$ cat src/rtl/muldiv_pkg.sv
// Shared op encodings, FSM state type and default width for the iterative multiply/divide unit.
package muldiv_pkg;

  localparam int WIDTH_DEF = 32;

  localparam logic [1:0] OP_MULTU = 2'b00;
  localparam logic [1:0] OP_MULT  = 2'b01;
  localparam logic [1:0] OP_DIVU  = 2'b10;
  localparam logic [1:0] OP_DIV   = 2'b11;

  typedef enum logic {
    IDLE = 1'b0,
    RUN  = 1'b1
  } state_t;

endpackage

$ cat src/rtl/muldiv_iter.sv
// One combinational iteration: shift-add multiply step or restoring-divide trial-subtract step.
module muldiv_iter
  import muldiv_pkg::*;
#(
  parameter int WIDTH = WIDTH_DEF
) (
  input  logic                 is_div,
  input  logic [2*WIDTH-1:0]   acc,
  input  logic [WIDTH-1:0]     opnd,
  output logic [2*WIDTH-1:0]   acc_next
);

  logic [WIDTH:0]   sum;
  logic [WIDTH:0]   rem_sh;
  logic [WIDTH-1:0] diff;
  logic             fits;

  always_comb begin
    // Multiply: acc = {partial product, remaining multiplier bits}.
    sum    = {1'b0, acc[2*WIDTH-1:WIDTH]} + (acc[0] ? {1'b0, opnd} : {(WIDTH+1){1'b0}});
    // Divide: acc = {remainder, remaining dividend / growing quotient}; shifted remainder is WIDTH+1 bits.
    rem_sh = acc[2*WIDTH-1:WIDTH-1];
    fits   = (rem_sh >= {1'b0, opnd});
    diff   = acc[2*WIDTH-2:WIDTH-1] - opnd;
    if (is_div) begin
      if (fits) acc_next = {diff, acc[WIDTH-2:0], 1'b1};
      else      acc_next = {acc[2*WIDTH-2:WIDTH-1], acc[WIDTH-2:0], 1'b0};
    end else begin
      acc_next = {sum, acc[WIDTH-1:1]};
    end
  end

endmodule

$ cat src/rtl/muldiv_unit.sv
// Iterative MULT/MULTU/DIV/DIVU unit with HI/LO registers; one iteration per cycle, result
// written to HI/LO WIDTH cycles after the start edge.
module muldiv_unit
  import muldiv_pkg::*;
#(
  parameter int WIDTH = WIDTH_DEF
) (
  input  logic             clk,
  input  logic             rst,
  input  logic             start,
  input  logic [1:0]       op,
  input  logic [WIDTH-1:0] src_a,
  input  logic [WIDTH-1:0] src_b,
  input  logic             mthi,
  input  logic             mtlo,
  input  logic [WIDTH-1:0] wdata,
  output logic             busy,
  output logic             done,
  output logic [WIDTH-1:0] hi,
  output logic [WIDTH-1:0] lo
);

  localparam int            CW   = $clog2(WIDTH);
  localparam logic [CW-1:0] LAST = CW'(WIDTH - 1);

  state_t            state, state_nxt;
  logic [CW-1:0]     cnt;
  logic              load, finish, move_ok;

  logic [2*WIDTH-1:0] acc, acc_next;
  logic [WIDTH-1:0]   opnd, a_raw;
  logic               is_div, neg_res, neg_rem, div_zero;

  logic               signed_op, a_neg, b_neg;
  logic [WIDTH-1:0]   a_mag, b_mag;
  logic [2*WIDTH-1:0] prod;
  logic [WIDTH-1:0]   quo, rem, hi_res, lo_res;

  always_comb begin
    state_nxt = state;
    load      = 1'b0;
    finish    = 1'b0;
    move_ok   = 1'b0;
    case (state)
      IDLE: begin
        if (start) begin
          load      = 1'b1;
          state_nxt = RUN;
        end else begin
          move_ok = 1'b1;
        end
      end
      RUN: begin
        if (cnt == LAST) begin
          finish    = 1'b1;
          state_nxt = IDLE;
        end
      end
      default: state_nxt = IDLE;
    endcase
  end

  always_comb begin
    signed_op = (op == OP_MULT) || (op == OP_DIV);
    a_neg     = signed_op && src_a[WIDTH-1];
    b_neg     = signed_op && src_b[WIDTH-1];
    a_mag     = a_neg ? -src_a : src_a;
    b_mag     = b_neg ? -src_b : src_b;
  end

  muldiv_iter #(.WIDTH(WIDTH)) u_iter (
    .is_div   (is_div),
    .acc      (acc),
    .opnd     (opnd),
    .acc_next (acc_next)
  );

  // Sign fix-up applied to the final iteration's output so HI/LO load on the completion edge.
  always_comb begin
    prod   = neg_res ? -acc_next : acc_next;
    quo    = acc_next[WIDTH-1:0];
    rem    = acc_next[2*WIDTH-1:WIDTH];
    hi_res = prod[2*WIDTH-1:WIDTH];
    lo_res = prod[WIDTH-1:0];
    if (div_zero) begin
      hi_res = a_raw;
      lo_res = {WIDTH{1'b1}};
    end else if (is_div) begin
      hi_res = neg_rem ? -rem : rem;
      lo_res = neg_res ? -quo : quo;
    end
  end

  always_ff @(posedge clk) begin
    if (!rst) begin
      state <= IDLE;
      cnt   <= '0;
      busy  <= 1'b0;
      done  <= 1'b0;
      hi    <= '0;
      lo    <= '0;
    end else begin
      state <= state_nxt;
      busy  <= (state_nxt == RUN);
      done  <= finish;
      if (load)              cnt <= '0;
      else if (state == RUN) cnt <= cnt + 1'b1;
      if (finish) begin
        hi <= hi_res;
        lo <= lo_res;
      end else if (move_ok) begin
        if (mthi) hi <= wdata;
        if (mtlo) lo <= wdata;
      end
    end
  end

  // Datapath registers carry no architectural state, so they need no reset.
  always_ff @(posedge clk) begin
    if (load) begin
      is_div   <= op[1];
      opnd     <= op[1] ? b_mag : a_mag;
      acc      <= {{WIDTH{1'b0}}, (op[1] ? a_mag : b_mag)};
      neg_res  <= a_neg ^ b_neg;
      neg_rem  <= a_neg;
      div_zero <= op[1] && (src_b == '0);
      a_raw    <= src_a;
    end else if (state == RUN) begin
      acc <= acc_next;
    end
  end

endmodule
$ cat config.mk
export PLATFORM = sky130hd
export DESIGN_NAME = muldiv_unit
export DESIGN_NICKNAME = d
export VERILOG_FILES = /design/src/rtl/muldiv_pkg.sv /design/src/rtl/muldiv_iter.sv /design/src/rtl/muldiv_unit.sv
export SDC_FILE = /design/constraint.sdc
export NUM_CORES = 1
export LEC_CHECK = 0
export BUFFER_PORTS_ARGS = -buffer_cell sky130_fd_sc_hd__buf_2
export CAP_MARGIN = 20
export CORE_ASPECT_RATIO = 1.2
export CORE_MARGIN = 3
export CORE_UTILIZATION = 40
export DETAILED_ROUTE_END_ITERATION = 12
export HOLD_SLACK_MARGIN = 0.15
export PLACE_DENSITY_LB_ADDON = 0.15
export SKIP_CTS_REPAIR_TIMING = 1
export SLEW_MARGIN = 20
export SYNTH_ARGS = -nofsm -noshare
export SYNTH_HDL_FRONTEND = slang
export SYNTH_HIERARCHICAL = 1
export SYNTH_SLANG_ARGS = --single-unit
export TNS_END_PERCENT = 50
$ cat constraint.sdc
create_clock -name clk -period 5.9 [get_ports clk]
set_input_delay 0.295 -clock clk [delete_from_list [all_inputs] [get_ports clk]]
set_output_delay 0.295 -clock clk [all_outputs]
set_load 0.02 [all_outputs]
==> flow_summary.ini <==
[grt]
antenna_found_initial = 0
grt_first_pass_wirelength_um = 94400
gr-total-overflow = 0
grtUsageTotal_pct = 28.9
grt_pass1_vias = 15300
grt_max_degree = 84

[synth]
yosysUniqueCellTypes = 92
synth_edf_count = 100
yosys.area.top_type_share_pct = 18.6
ys.flop_type = dfxtp_1
synthArstFlopShare_pct = 0
ys_seq_elements = 203
yosysSeqAreaShare_pct = 31.4
synth_nets = 2111
synth_area_leaders = edfxtp_1 (19%), dfxtp_1 (13%), ha_1 (5.4%)
syn_area_um2 = 16100
ys_warn_count = 6
syn_inst = 1936
syn_avg_cell_area_um2 = 8.32
synth_top_area_cell = edfxtp_1

[detailed_routing]
totalWireLength_um = 64500
postRouteAntennaNets = 0
drt_iter0_markers = 1516
vias = 16100
drt_pass1_iterations = 6
drc = 0
vias_per_cell = 6.01
wl_per_cell_um = 24.1

[min_path]
hold_path.class = input pin to flip-flop

[die]
ios = 169
rows = 79
fp.dieH_um = 226
die_w_um = 189
core_um2 = 39200
initial_core_util_pct = 41.1
die-area_um2 = 42700

[worst_setup_path]
worstPathArrival_ns = 6.00
cp-start-kind = flip-flop
cp_max_fo = 28
end_kind = flip-flop
crit_type = flip-flop to flip-flop
required_ns = 6.34

[clock_tree]
h-tree-depth = 1
cts_num_sinks = 203
clk_latency_ns = 0.56
path_clk_slew_ns = 0.07
root_buffer = clkbuf_16
cts_buffers = 24
cts_buffer_depth = 3
cts_tree = yes

[outcome]
status = completed

[sta]
timing.slew.headroom_pct = 28.7
fmax_mhz = 180
rsz0062_at_grt = no
fin_crit_sh_pct = 94.1
final_hold_viol_count = 0
layout_min_cycle_time_ns = 5.55
tightest_slew_ns = 1.07
setup_violations = 0
clock_skew_ns = 0.0253
tns_ns = 0
drv_slew = 0

[layout]
area_delta_synth_final_pct = 17.5
nNetsFinal = 2305
mostFrequentLayoutCell = nand2_1
antennaDiodeCount = 0
final_cell_mix = nand2_1 (228), buf_2 (168), a21oi_1 (157)
drive_above_1_share_pct = 16.7

[placed_design]
gp_congestion = 0.951
dpl.hpwl_um = 50000
io_buffers = 168

[power_and_ir_drop]
p_total_w = 0.00578
power_leakage_nw = 7.60
ir_drop_mv = 0.231
p_per_area_nw_per_um2 = 305

[job]
cap_viol_max_count = 0
==> cells in the mapped netlist, drive strengths merged (14+ instances only) <==
cell and count:
a221oi 29, or3 21, o41ai 17, o31ai 32, inv 74, mux2i 57
and2 41, nand2 228, clkbuf 87, or2 14, buf 21, a21o 21
a21oi 157, edfxtp 100, nor3 37, xnor2 70, ha 70, nor4 26
nand2b 42, dfxtp 103, nor2 125, nand3 26, o211ai 19, mux2 36
a31oi 37, or4 26, nand4 19, xor2 89, o21ai 153, o21a 15
==> final timing paths <==
path | depth (start not counted) | to | startpoint | slack [ns]
worst min register to register | 2 | hi[11] | a_raw[11] | 0.47
worst min-delay path | 3 | lo[6] | wdata[6] | 0.10
worst max-delay path | 17 | hi[29] | opnd[28] | 0.35
worst max register to register | 17 | hi[29] | opnd[28] | 0.35
==> critical path, cell delays in order, from the launching register on <==
cell and delay [ns]:
edfxtp_1 0.42, inv_1 0.06, ha_1 0.47, and4_1 0.35
and2b_1 0.23, nand2_1 0.06, nor4_1 0.43, a2111oi_2 0.11
a21bo_4 0.39, buf_4 0.39, o32a_1 0.29, o21ai_0 0.37
or4_1 0.66, or2_1 0.25, or4_1 0.51, o21ai_0 0.20
xor2_1 0.18, o21ai_1 0.07
==> registers in the layout (all words and copies together), names as in the netlist <==
| signal | count |
|---|---|
| neg_res | 1 |
| acc | 64 |
| is_div | 1 |
| state | 1 |
| lo | 32 |
| hi | 32 |
| a_raw | 32 |
| cnt | 5 |
| opnd | 32 |
| neg_rem | 1 |
| done | 1 |
| div_zero | 1 |
==> cell type report <==
cell class	count	area, µm²
Tap cell	526	658
Clock inverter	17	161
Inverter	75	282
Fill cell	3886	20300
Clock buffer	27	643
Timing Repair Buffer	276	1790
Sequential cell	203	5070
Multi-Input combinational cell	1550	10300
==> through the flow <==
stage / worst slack [ns] / instances / instance area (µm²) / hold slack, ns / util, %
floorplan: 1.20 / 1936 / 16100 / 0.394 / -
global placement: 0.202 / 2581 / 17600 / 0.463 / 44.9
detailed placement: 0.203 / 2581 / 17600 / 0.453 / 44.9
CTS: 0.204 / 2625 / 18400 / -0.0137 / 47.0
global route: 0.0240 / 2674 / 18900 / 0.153 / 48.2
finish: 0.345 / 2674 / 18900 / 0.104 / 48.2
==> cells by family after synthesis <==
group | Yosys count | synth area share, %
adder cells (fa/ha/maj) | 72 | 5.68
buffers and inverters | 183 | 4.54
AO/OA/AOI/OAI | 578 | 23.4
flip-flops | 203 | 31.4
AND/OR/NAND/NOR | 648 | 20.2
XOR/XNOR | 159 | 8.74
multiplexers | 93 | 6.06
==> layer usage <==
layer  vias up  routed length, µm  GRT usage, %
met5         -                  0             0
met4         0               3630          14.3
met3       153               3930          3.24
met2       684              31700          51.0
met1      7713              25300          35.0
li1       7532                  -             -
==> where the power goes <==
| group | internal [W] | switching [W] | leakage, nW | total, W |
|---|---|---|---|---|
| Combinational | 0.000903 | 0.00156 | 5.38 | 0.00246 |
| Clock | 0.000880 | 0.000672 | 0.399 | 0.00155 |
| Sequential | 0.00164 | 0.000130 | 1.82 | 0.00177 |
Note: power is estimated with default switching activity, not from simulation.
